==> src/rtl/async_result_sink_if.sv <==
// Result types for the async square-root pipeline, and the handshake/stream bundle of async_result_sink.
// Dual-rail code per bit is {t,f}: 10 = one, 01 = zero, 00 = NULL, 11 = illegal.
package pa_AsyncCordic;
  parameter int EW = 7;
  parameter int FW = 22;

  typedef logic [1:0] dr_t;

  typedef struct packed {
    dr_t [EW:0] exp;
    dr_t [FW:0] fraction;
  } fp_components_t;
endpackage

interface async_result_sink_if;
  pa_AsyncCordic::fp_components_t                               data_i;
  logic                                                         ack_i;
  logic [pa_AsyncCordic::EW + pa_AsyncCordic::FW + 2:0]        result_o;
  logic                                                         valid_o;
  logic                                                         ready_i;
  logic                                                         err_o;

  modport slave (
    input  data_i, ready_i,
    output ack_i, result_o, valid_o, err_o
  );

  modport master (
    output data_i, ready_i,
    input  ack_i, result_o, valid_o, err_o
  );
endinterface

==> src/rtl/async_result_sink.sv <==
// Captures a dual-rail result into clk, acks it four-phase, packs it as a float and queues it.
// Ack/valid rise SYNC_STAGES+1 edges after data settles; a full FIFO withholds the ack.
module async_result_sink #(
  parameter int EW          = pa_AsyncCordic::EW,
  parameter int FW          = pa_AsyncCordic::FW,
  parameter int SYNC_STAGES = 2,
  parameter int DEPTH       = 2
) (
  input  logic                 clk,
  input  logic                 arst,
  async_result_sink_if.slave   bus
);

  localparam int NB = EW + FW + 2;
  localparam int NR = 2 * NB;
  localparam int WW = NB + 1;
  localparam int PW = $clog2(DEPTH);

  localparam logic [PW:0]   CNT_ONE  = (PW + 1)'(1);
  localparam logic [PW:0]   CNT_FULL = (PW + 1)'(DEPTH);
  localparam logic [PW-1:0] PTR_ONE  = PW'(1);

  typedef enum logic [1:0] {IDLE, WAIT_NULL, ERROR} state_e;

  state_e          state_q, state_d;
  logic [NR-1:0]   rails;
  logic [NR-1:0]   sync_q [SYNC_STAGES];
  logic [NR-1:0]   s;
  logic [NB-1:0]   t_vec, f_vec;
  logic            complete, is_null, illegal;

  logic [WW-1:0]   mem_q [DEPTH];
  logic [PW-1:0]   wr_ptr_q, rd_ptr_q;
  logic [PW:0]     cnt_q, cnt_d;
  logic            full, valid, pop, push, can_push;

  assign rails = bus.data_i;

  always_ff @(posedge clk) begin
    if (!arst) begin
      for (int i = 0; i < SYNC_STAGES; i++) sync_q[i] <= '0;
    end else begin
      sync_q[0] <= rails;
      for (int i = 1; i < SYNC_STAGES; i++) sync_q[i] <= sync_q[i-1];
    end
  end

  assign s = sync_q[SYNC_STAGES-1];

  always_comb begin
    t_vec = '0;
    f_vec = '0;
    for (int i = 0; i < NB; i++) begin
      t_vec[i] = s[2*i+1];
      f_vec[i] = s[2*i];
    end
  end

  // Monotonic rails mean s cannot change once complete, so no extra qualification.
  assign complete = &(t_vec | f_vec);
  assign is_null  = ~|s;
  assign illegal  = |(t_vec & f_vec);

  assign full     = (cnt_q == CNT_FULL);
  assign valid    = (cnt_q != '0);
  assign pop      = valid && bus.ready_i;
  assign can_push = !full || pop;

  always_comb begin
    state_d = state_q;
    push    = 1'b0;
    case (state_q)
      IDLE: begin
        if (illegal) begin
          state_d = ERROR;
        end else if (complete && can_push) begin
          state_d = WAIT_NULL;
          push    = 1'b1;
        end
      end
      WAIT_NULL: begin
        if (illegal)      state_d = ERROR;
        else if (is_null) state_d = IDLE;
      end
      ERROR:   state_d = ERROR;
      default: state_d = IDLE;
    endcase
  end

  always_comb begin
    cnt_d = cnt_q;
    if (push && !pop)      cnt_d = cnt_q + CNT_ONE;
    else if (!push && pop) cnt_d = cnt_q - CNT_ONE;
  end

  // When full, a same-edge push lands in the slot being popped.
  always_ff @(posedge clk) begin
    if (!arst) begin
      state_q  <= IDLE;
      wr_ptr_q <= '0;
      rd_ptr_q <= '0;
      cnt_q    <= '0;
      for (int i = 0; i < DEPTH; i++) mem_q[i] <= '0;
    end else begin
      state_q <= state_d;
      cnt_q   <= cnt_d;
      if (push) begin
        mem_q[wr_ptr_q] <= {1'b0, t_vec};
        wr_ptr_q        <= wr_ptr_q + PTR_ONE;
      end
      if (pop) rd_ptr_q <= rd_ptr_q + PTR_ONE;
    end
  end

  assign bus.ack_i    = (state_q == WAIT_NULL);
  assign bus.err_o    = (state_q == ERROR);
  assign bus.valid_o  = valid;
  assign bus.result_o = mem_q[rd_ptr_q];

endmodule
==> src/flat_wrapper.sv <==
// flat-port wrapper written by rule: the top's interface ports become plain ports
module async_result_sink_flat 
#(
  parameter int EW          = pa_AsyncCordic::EW,
  parameter int FW          = pa_AsyncCordic::FW,
  parameter int SYNC_STAGES = 2,
  parameter int DEPTH       = 2
)
  (clk, arst, bus_data_i, bus_ready_i, bus_ack_i, bus_result_o, bus_valid_o, bus_err_o);
  async_result_sink_if bus_i ();
  input  logic clk;
  input  logic arst;
  input wire logic [$bits(bus_i.data_i)-1:0] bus_data_i;
  input wire logic [$bits(bus_i.ready_i)-1:0] bus_ready_i;
  output wire logic [$bits(bus_i.ack_i)-1:0] bus_ack_i;
  output wire logic [$bits(bus_i.result_o)-1:0] bus_result_o;
  output wire logic [$bits(bus_i.valid_o)-1:0] bus_valid_o;
  output wire logic [$bits(bus_i.err_o)-1:0] bus_err_o;
  assign bus_i.data_i = bus_data_i;
  assign bus_i.ready_i = bus_ready_i;
  assign bus_ack_i = bus_i.ack_i;
  assign bus_result_o = bus_i.result_o;
  assign bus_valid_o = bus_i.valid_o;
  assign bus_err_o = bus_i.err_o;
  async_result_sink #(.EW(EW), .FW(FW), .SYNC_STAGES(SYNC_STAGES), .DEPTH(DEPTH)) u_core (.clk(clk), .arst(arst), .bus(bus_i));
endmodule
==> config.mk <==
export PLATFORM = sky130hd
export DESIGN_NAME = async_result_sink_flat
export DESIGN_NICKNAME = d
export VERILOG_FILES = /design/src/rtl/async_result_sink_if.sv /design/src/rtl/async_result_sink.sv /design/src/flat_wrapper.sv
export SDC_FILE = /design/constraint.sdc
export NUM_CORES = 1
export LEC_CHECK = 0
export CAP_MARGIN = 20
export CELL_PAD_IN_SITES_DETAIL_PLACEMENT = 1
export CELL_PAD_IN_SITES_GLOBAL_PLACEMENT = 1
export CORE_ASPECT_RATIO = 1.75
export CORE_MARGIN = 2
export CORE_UTILIZATION = 39
export CTS_CLUSTER_SIZE = 24
export DETAILED_ROUTE_END_ITERATION = 8
export GPL_ROUTABILITY_DRIVEN = 0
export PLACE_DENSITY = 0.73
export RECOVER_POWER = 100
export SLEW_MARGIN = 20
export SYNTH_ARGS = -nofsm -noshare
export SYNTH_HDL_FRONTEND = slang
export SYNTH_SLANG_ARGS = --single-unit
==> constraint.sdc <==
create_clock -name clk -period 4.6 [get_ports clk]
set_input_delay 0.69 -clock clk [delete_from_list [all_inputs] [get_ports clk]]
set_output_delay 0.69 -clock clk [all_outputs]
set_load 0.1 [all_outputs]
Word level (Yosys, flattened, before mapping)
Memory sizes are Yosys's and may differ from the RTL's. A register that Yosys moved wholly into a read port is not among the register bits.
Index checks and enable logic that the tools add are counted.
{"block": "totals", "ff_bits": 6, "latch_bits": 0, "ramBits": 186, "rom_bits": 0, "input_bits": 65, "elab_cells": 57, "memories": 2}
{"name": "u_core.sync_q", "words": 2, "width": 62, "rd": 2, "rd_ports_with_merged_regs": 0, "write_ports": 2, "line_no": "async_result_sink.sv:27", "text": "logic [NR-1:0] sync_q [SYNC_STAGES];"}
{"name": "u_core.mem_q", "words": 2, "width": 31, "rd": 1, "rd_ports_with_merged_regs": 1, "write_ports": 2, "line_no": "async_result_sink.sv:32", "text": "logic [WW-1:0] mem_q [DEPTH];"}
{"block": "classes", "addsub": 4, "multipliers": 0, "n_div": 0, "order_cmp": 0, "eq_ne": 5, "shifts": 0, "n_mux": 22, "n_bitwise": 4, "n_reduce_logical": 16}
{"op": "$mux W62", "count": 2}
{"op": "$reduce_or A31 Y1", "count": 2}
{"op": "$reduce_or A62 Y1", "count": 1}
{"op": "$and A31 B31 Y31", "count": 1}
{"op": "$mux W31", "count": 1}
{"op": "$or A31 B31 Y31", "count": 1}
{"op": "$reduce_and A31 Y1", "count": 1}
{"op": "$mux W1", "count": 12}
{"op": "$mux W2", "count": 6}
{"op": "$pmux W2 S3", "count": 1}
{"op": "$eq A2 B2 Y1 const B", "count": 2}
{"op": "$logic_and A1 B1 Y1", "count": 4}
{"op": "$reduce_bool A2 Y1", "count": 2}
{"op": "$logic_not A1 Y1", "count": 3}
{"op": "$ne A3 B1 Y1 const B", "count": 1}
{"op": "$ne A3 B2 Y1 const B", "count": 1}
{"op": "$add A1 B1 Y1 const B", "count": 2}
{"op": "$add A2 B1 Y2 const B", "count": 1}
{"op": "$eq A2 B1 Y1 const B", "count": 1}
{"op": "$logic_not A2 Y1", "count": 1}
{"op": "$or A1 B1 Y1", "count": 2}
{"op": "$reduce_and A2 Y1", "count": 1}
{"op": "$sub A2 B1 Y2 const B", "count": 1}
{"op": "$logic_or A1 B1 Y1", "count": 1}

Longest topological paths before layout
Gate-level depths: netlist of the first run.
{"block": "depth", "depth_word": 12, "ltp_mapped": 12}

Worst setup path before layout of the first run
OpenSTA, ideal clock, no wires.
{"block": "synth_timing", "path_type": "input -> register", "startpoint": "in bus_ready_i", "endpoint": "mem u_core.mem_q[0][0] (netlist name), enable pin", "setup_ps": 462, "arrival_time_ps": 4084, "path_slack_ps": 54, "path_stages": 6, "n_path_buf": 1, "path_cell_list": "nor3b_1 > or4_1 > nor3_2 > or3b_1 > buf_4 > o21ai_0"}
{"element": "start: declaration", "line_no": "flat_wrapper.sv:14", "text": "input wire logic [$bits(bus_i.ready_i)-1:0] bus_ready_i;"}
{"element": "end: declaration", "line_no": "async_result_sink.sv:32"}

==> qor.yml, run 1 <==
critPathMaxFanout: 84
ant_nets: 0
cp-start-kind: "primary input"
synth_top_cell_area_share_pct: 36.7
cts.clk_slew.worst_paths_ns: 0.07
clkPwrFrac_pct: 37.9
path_buf_inv: 2
yosysMostFrequentCell: "dfxtp_1"
hpwl_um: 11400
synth.avg_cell_area_sq_um: 12.0
finalCritPeriodShare_pct: 75.0
post_cts_resized: 0
start_util_pct: 39.7
drv_cap: 1
ir_worst_vdd_mv: 0.254
p_int_mw: 2.75
ys_top_cells_by_count: "131 x dfxtp_1, 127 x and2_1, 62 x edfxtp_1"
seq_area_frac_synth_pct: 62.8
sw_frac_of_total_pct: 28.9
yosys-top-cells-area: "dfxtp_1 37%, edfxtp_1 26%, and2_1 11%"
antenna_found_initial: 0
vias: 4547
synth_xor_area_share_pct: 0.368
synthSimpleGateAreaFrac_pct: 26.3
detail_route.first_pass.iterations: 4
die-area_sq_um: 19400
yosysUniqueCellTypes: 37
dp_cells: 899
cpLargestDelayFamily: "buffers and inverters"
finalNetCount: 750
grt_pass1_wl_um: 25300
rows: 65
holdWs_ns: 0.435
areaGrowthSynthToFinish_pct: 21.0
hold_viol_final: 0
setup_viol: 0
path_cells: "clkbuf_1 > o21ai_2 > clkbuf_2"
grt_overflow_total: 0
total_power_mw: 3.87
io_buffers: 98
maxSlewHeadroom_pct: -98.1
async_flop_share_pct: 0
wire_per_inst_um: 17.0
core-area_sq_um: 18000
cts_hold_buf: 0
yosys_most_used_dff: "dfxtp_1"
vias_per_cell: 4.88
synth_fa_ha_area_share_pct: 0.175
final.setup_skew_ns: 0.0104
outcome: "finished with violations"
tritoncts: "done"
drt_iter0_markers: 213
cts-htree-levels: 4
synth_edf_count: 62
worst-setup-path-type: "in -> reg"
drv_slew: 85
grtUsageTotal_pct: 17.2
p_sw_mw: 1.12
grt_pass1_vias: 4839
drc_errors: 0
dieHeight_um: 183
clkLatencyLatePin_ns: 0.44
synth_top_family_by_area: "simple AND/OR/NAND/NOR gates"
rsz0062_at_grt: "false"
fmax_ghz: 0.290
cts_buffers: 17
muxShareOfSynthArea_pct: 5.03
ys_ff_latch: 193
routed_wl_um: 15800
netlist_area_sq_um: 7140
clockBufferDepth: 2
cp.arrival_ns: 3.46
fin_setup_tns_ns: 0
die_width_um: 106
netlist_instances: 596
io_pins: 100
min_path_type: "reg -> reg"
power_density_nw_per_um2: 448
max_slew.worst_pin.slew_ns: 2.97
p_comb_share_pct: 13.6
synth-compound-area-share_pct: 2.59
yosysWarnings: 0
grt_max_degree: 85
min_period_ns: 3.45
synth_nets: 662
layout_setup_ws_ns: 1.15
p_leak_nw: 3.04
final_cells: 931
postCtsSetupBuffers: 0
dpl_worst_slack_ns: 1.03
p_seq_share_pct: 48.5
cts_root_buffer: "clkbuf_16"
synth_top_area_cell: "dfxtp_1"
crit_required_ns: 4.61
failed_checks: "max-capacitance violations, max-slew violations"
antennaDiodeCount: 0
slowest_stage: "clkbuf_1"
slowest_delay_ns: 2.05
cts.sinks: 193
end_kind: "flip-flop"
drive_gt1_share_pct: 11.2
per-stage QoR:
stage               area (sq um)  util (%)
CTS                         8880      49.4
detailed placement          8290      46.1
floorplan                   7140         -
global placement            8290      46.1
global route                8640      48.1
finish                      8640      48.1
registers in the layout, summed over array words and instances (netlist names), named ones only:
register / flops
u_core.wr_ptr_q: 1
u_core.cnt_q: 2
u_core.sync_q: 124
u_core.mem_q: 62
u_core.rd_ptr_q: 1
u_core.state_q: 2
metal layers:
layer | global-route usage (%) | part of all wire, % | vias up
li1 | - | - | 2233
met2 | 31.6 | 55 | 110
met5 | 0 | 0 | -
met1 | 17.9 | 38 | 2171
met3 | 3.55 | 3.2 | 33
met4 | 9.37 | 3.8 | 0
power groups by stage:
stage	Sequential, mW	Combinational, mW	Clock, mW
after floorplan	1.90	0.406	0
after global placement	1.91	0.540	0
after detailed placement	1.92	0.545	0
after CTS	1.88	0.548	1.50
after global routing	1.89	0.554	1.57
final	1.88	0.526	1.47
cells by family after synthesis:
group,count (synthesis)
buffers and inverters,38
and+or+nand+nor,302
DFF,193
adders and majority gates,1
muxes,32
other,1
xor gates and xnor gates,3
AOI/OAI and AO/OA,26
path summary, 6_finish.rpt:
path                               from               endpoint  slack, ns  cells past startpoint
hold reg to reg    u_core.sync_q[0][57]  u_core.sync_q[0][119]       0.43                      1
setup reg to reg  u_core.sync_q[0][123]    u_core.mem_q[1][23]       1.40                      6
setup / recovery                   arst    u_core.mem_q[1][23]       1.15                      3
hold / removal     u_core.sync_q[0][57]  u_core.sync_q[0][119]       0.43                      1
area by class of cell:
type | instances | area, sq um
fillers | 1926 | 9340
flip-flops and latches | 193 | 4480
multi-input cells | 365 | 2240
repair buffers | 105 | 1020
clock buffers | 18 | 439
well taps | 234 | 293
clock inverters | 14 | 153
inverters | 2 | 7.51
cells in the final DEF, fill, tap and decap left out, types with 3 or more instances in the layout:
master           count
dlygate4sd3_1       33
nor4_1              11
dfxtp_1            131
nand4_1              9
edfxtp_1            62
nor2_1              30
a22oi_1             11
and2_0              55
nor3_1              68
inv_6                5
and2_1              72
nand2_1             40
nor3_2               3
nand3_1              4
clkbuf_16           17
mux2_2              31
clkdlybuf4s50_1     63
buf_4                6
inv_8                6
o22ai_1              4
worst reg2reg max path, cell delays in order, from the launching register on:
cell      delay (ns)
dfxtp_1         0.47
o22ai_1         0.14
or4_1           0.55
nor3_2          0.18
or3b_4          0.58
o21ai_2         0.19
clkbuf_2        0.70
Power figures use the tool's default switching activity.
==> inputs of run 2 (changes only) <==
- CORE_UTILIZATION: 39 -> 42
- PLACE_DENSITY: 0.73 -> 0.75
- clock period: 4.6 -> 3.3 ns (I/O delays scaled with it)
==> qor.yml, run 2 (synthesis gave the netlist of run 1 again) <==
outcome: "complete, no violations"
end_kind: "flip-flop"
path_buf_inv: 1
cts.clk_slew.worst_paths_ns: 0.07
tritoncts: "done"
ant_nets: 0
rr_startpoint: "u_core.sync_q[0][117]"
power_density_nw_per_um2: 644
drt_iter0_markers: 236
io_pins: 100
slowest_stage: "or4_1"
final.setup_skew_ns: 0.0116
crit_required_ns: 3.53
place_area_sq_um: 8250
die-area_sq_um: 18100
layout_common_cells: "131 x dfxtp_1, 68 x nor3_1, 65 x and2_1, 63 x clkdlybuf4s50_1"
final_common_cell: "dfxtp_1"
min_from: "u_core.sync_q[0][15]"
vias: 4622
hpwl_um: 11100
grt_pass1_vias: 4825
antennaDiodeCount: 0
wire_per_inst_um: 16.9
finalCritPeriodShare_pct: 82.8
grt_max_degree: 96
cts_root_buffer: "clkbuf_16"
slowest_delay_ns: 0.54
holdPathStages: 1
final_cells: 925
detail_route.first_pass.iterations: 4
dieHeight_um: 176
worst-setup-path-type: "reg -> reg"
drive_gt1_share_pct: 15.2
rsz0062_at_grt: "false"
routed_wl_um: 15700
fin_util_pct: 50.8
drv_cap: 0
die_width_um: 103
core-area_sq_um: 16800
largest_register_ffs: 124
maxSlewHeadroom_pct: 22.6
drv_slew: 0
start_util_pct: 42.5
areaGrowthSynthToFinish_pct: 19.6
clkLatencyLatePin_ns: 0.43
postCtsSetupBuffers: 0
finalNetCount: 752
grt_overflow_total: 0
max_slew.worst_pin.slew_ns: 1.17
regMostFlops: "u_core.sync_q"
min_period_ns: 2.73
r2r_cells: 6
cts_hold_buf: 0
rows: 63
p_leak_nw: 3.06
ir_worst_vdd_mv: 0.355
min_to: "u_core.sync_q[0][77]"
vias_per_cell: 5.00
fmax_ghz: 0.366
cp.arrival_ns: 2.96
setup_viol: 0
grtUsageTotal_pct: 18.4
clockBufferDepth: 2
drc_errors: 0
fin_setup_tns_ns: 0
min_path_type: "reg -> reg"
timing.rr.end: "u_core.mem_q[1][1]"
critPathMaxFanout: 30
antenna_found_initial: 0
cpLargestDelayFamily: "simple AND/OR/NAND/NOR gates"
design_area_sq_um: 8540
top_regs: "u_core.sync_q: 124 flops, u_core.mem_q: 62 flops"
cts_buffers: 17
hold_viol_final: 0
cp-start-kind: "flip-flop"
holdWs_ns: 0.434
grt_pass1_wl_um: 25200
r2r_setup_slack_ns: 0.57
path_cells: "o22ai_1 > or4_1 > nor3_2 > or3b_4 > clkbuf_2 > nor3_1"
cts.sinks: 193
dp_cells: 894
io_buffers: 98
cts-htree-levels: 4
post_cts_resized: 0
## run 2: worst register-to-register path: stages, from the launching register on
cell and delay, ns:
dfxtp_1 0.45, o22ai_1 0.15, or4_1 0.55, nor3_2 0.19, or3b_4 0.43, clkbuf_2 0.37, nor3_1 0.40
## run 2: stage by stage
step           total power [mW]  setup WS (ns)
2_1_floorplan              3.21         -0.237
3_3_place_gp               3.41          0.265
3_5_place_dp               3.42          0.195
4_1_cts                    5.59          0.615
5_1_grt                    5.69          0.370
6_report                   5.50          0.568
## run 2: power by group
part	total (mW)	switching, mW	internal (mW)
Sequential	2.62	0.0582	2.56
Combinational	0.710	0.504	0.206
Clock	2.17	0.899	1.27
## run 2: worst max path at each step
stage	start	end	cells after the start
after floorplan	u_core.sync_q[0][117]	u_core.mem_q[1][0]	6
after detailed placement	bus_ready_i	u_core.cnt_q[1]	9
after CTS	u_core.sync_q[0][117]	u_core.cnt_q[1]	8
after global placement	bus_ready_i	u_core.cnt_q[1]	9
final	u_core.sync_q[0][117]	u_core.mem_q[1][1]	6
after global routing	u_core.sync_q[0][117]	u_core.mem_q[1][16]	6
## run 2: area by class of cell
cell class | count | area (sq um)
inverters | 2 | 7.51
repair buffers | 107 | 892
fillers | 1813 | 8250
flip-flops and latches | 193 | 4480
multi-input cells | 365 | 2230
clock inverters | 10 | 131
well taps | 227 | 284
clock buffers | 21 | 504
## run 2: metal layers
metal,up-vias,track usage (%),routed length [um]
met5,-,0,0
met3,52,3.17,515
met2,144,33.4,8520
met1,2204,19.8,5890
met4,0,9.78,744
li1,2222,-,-
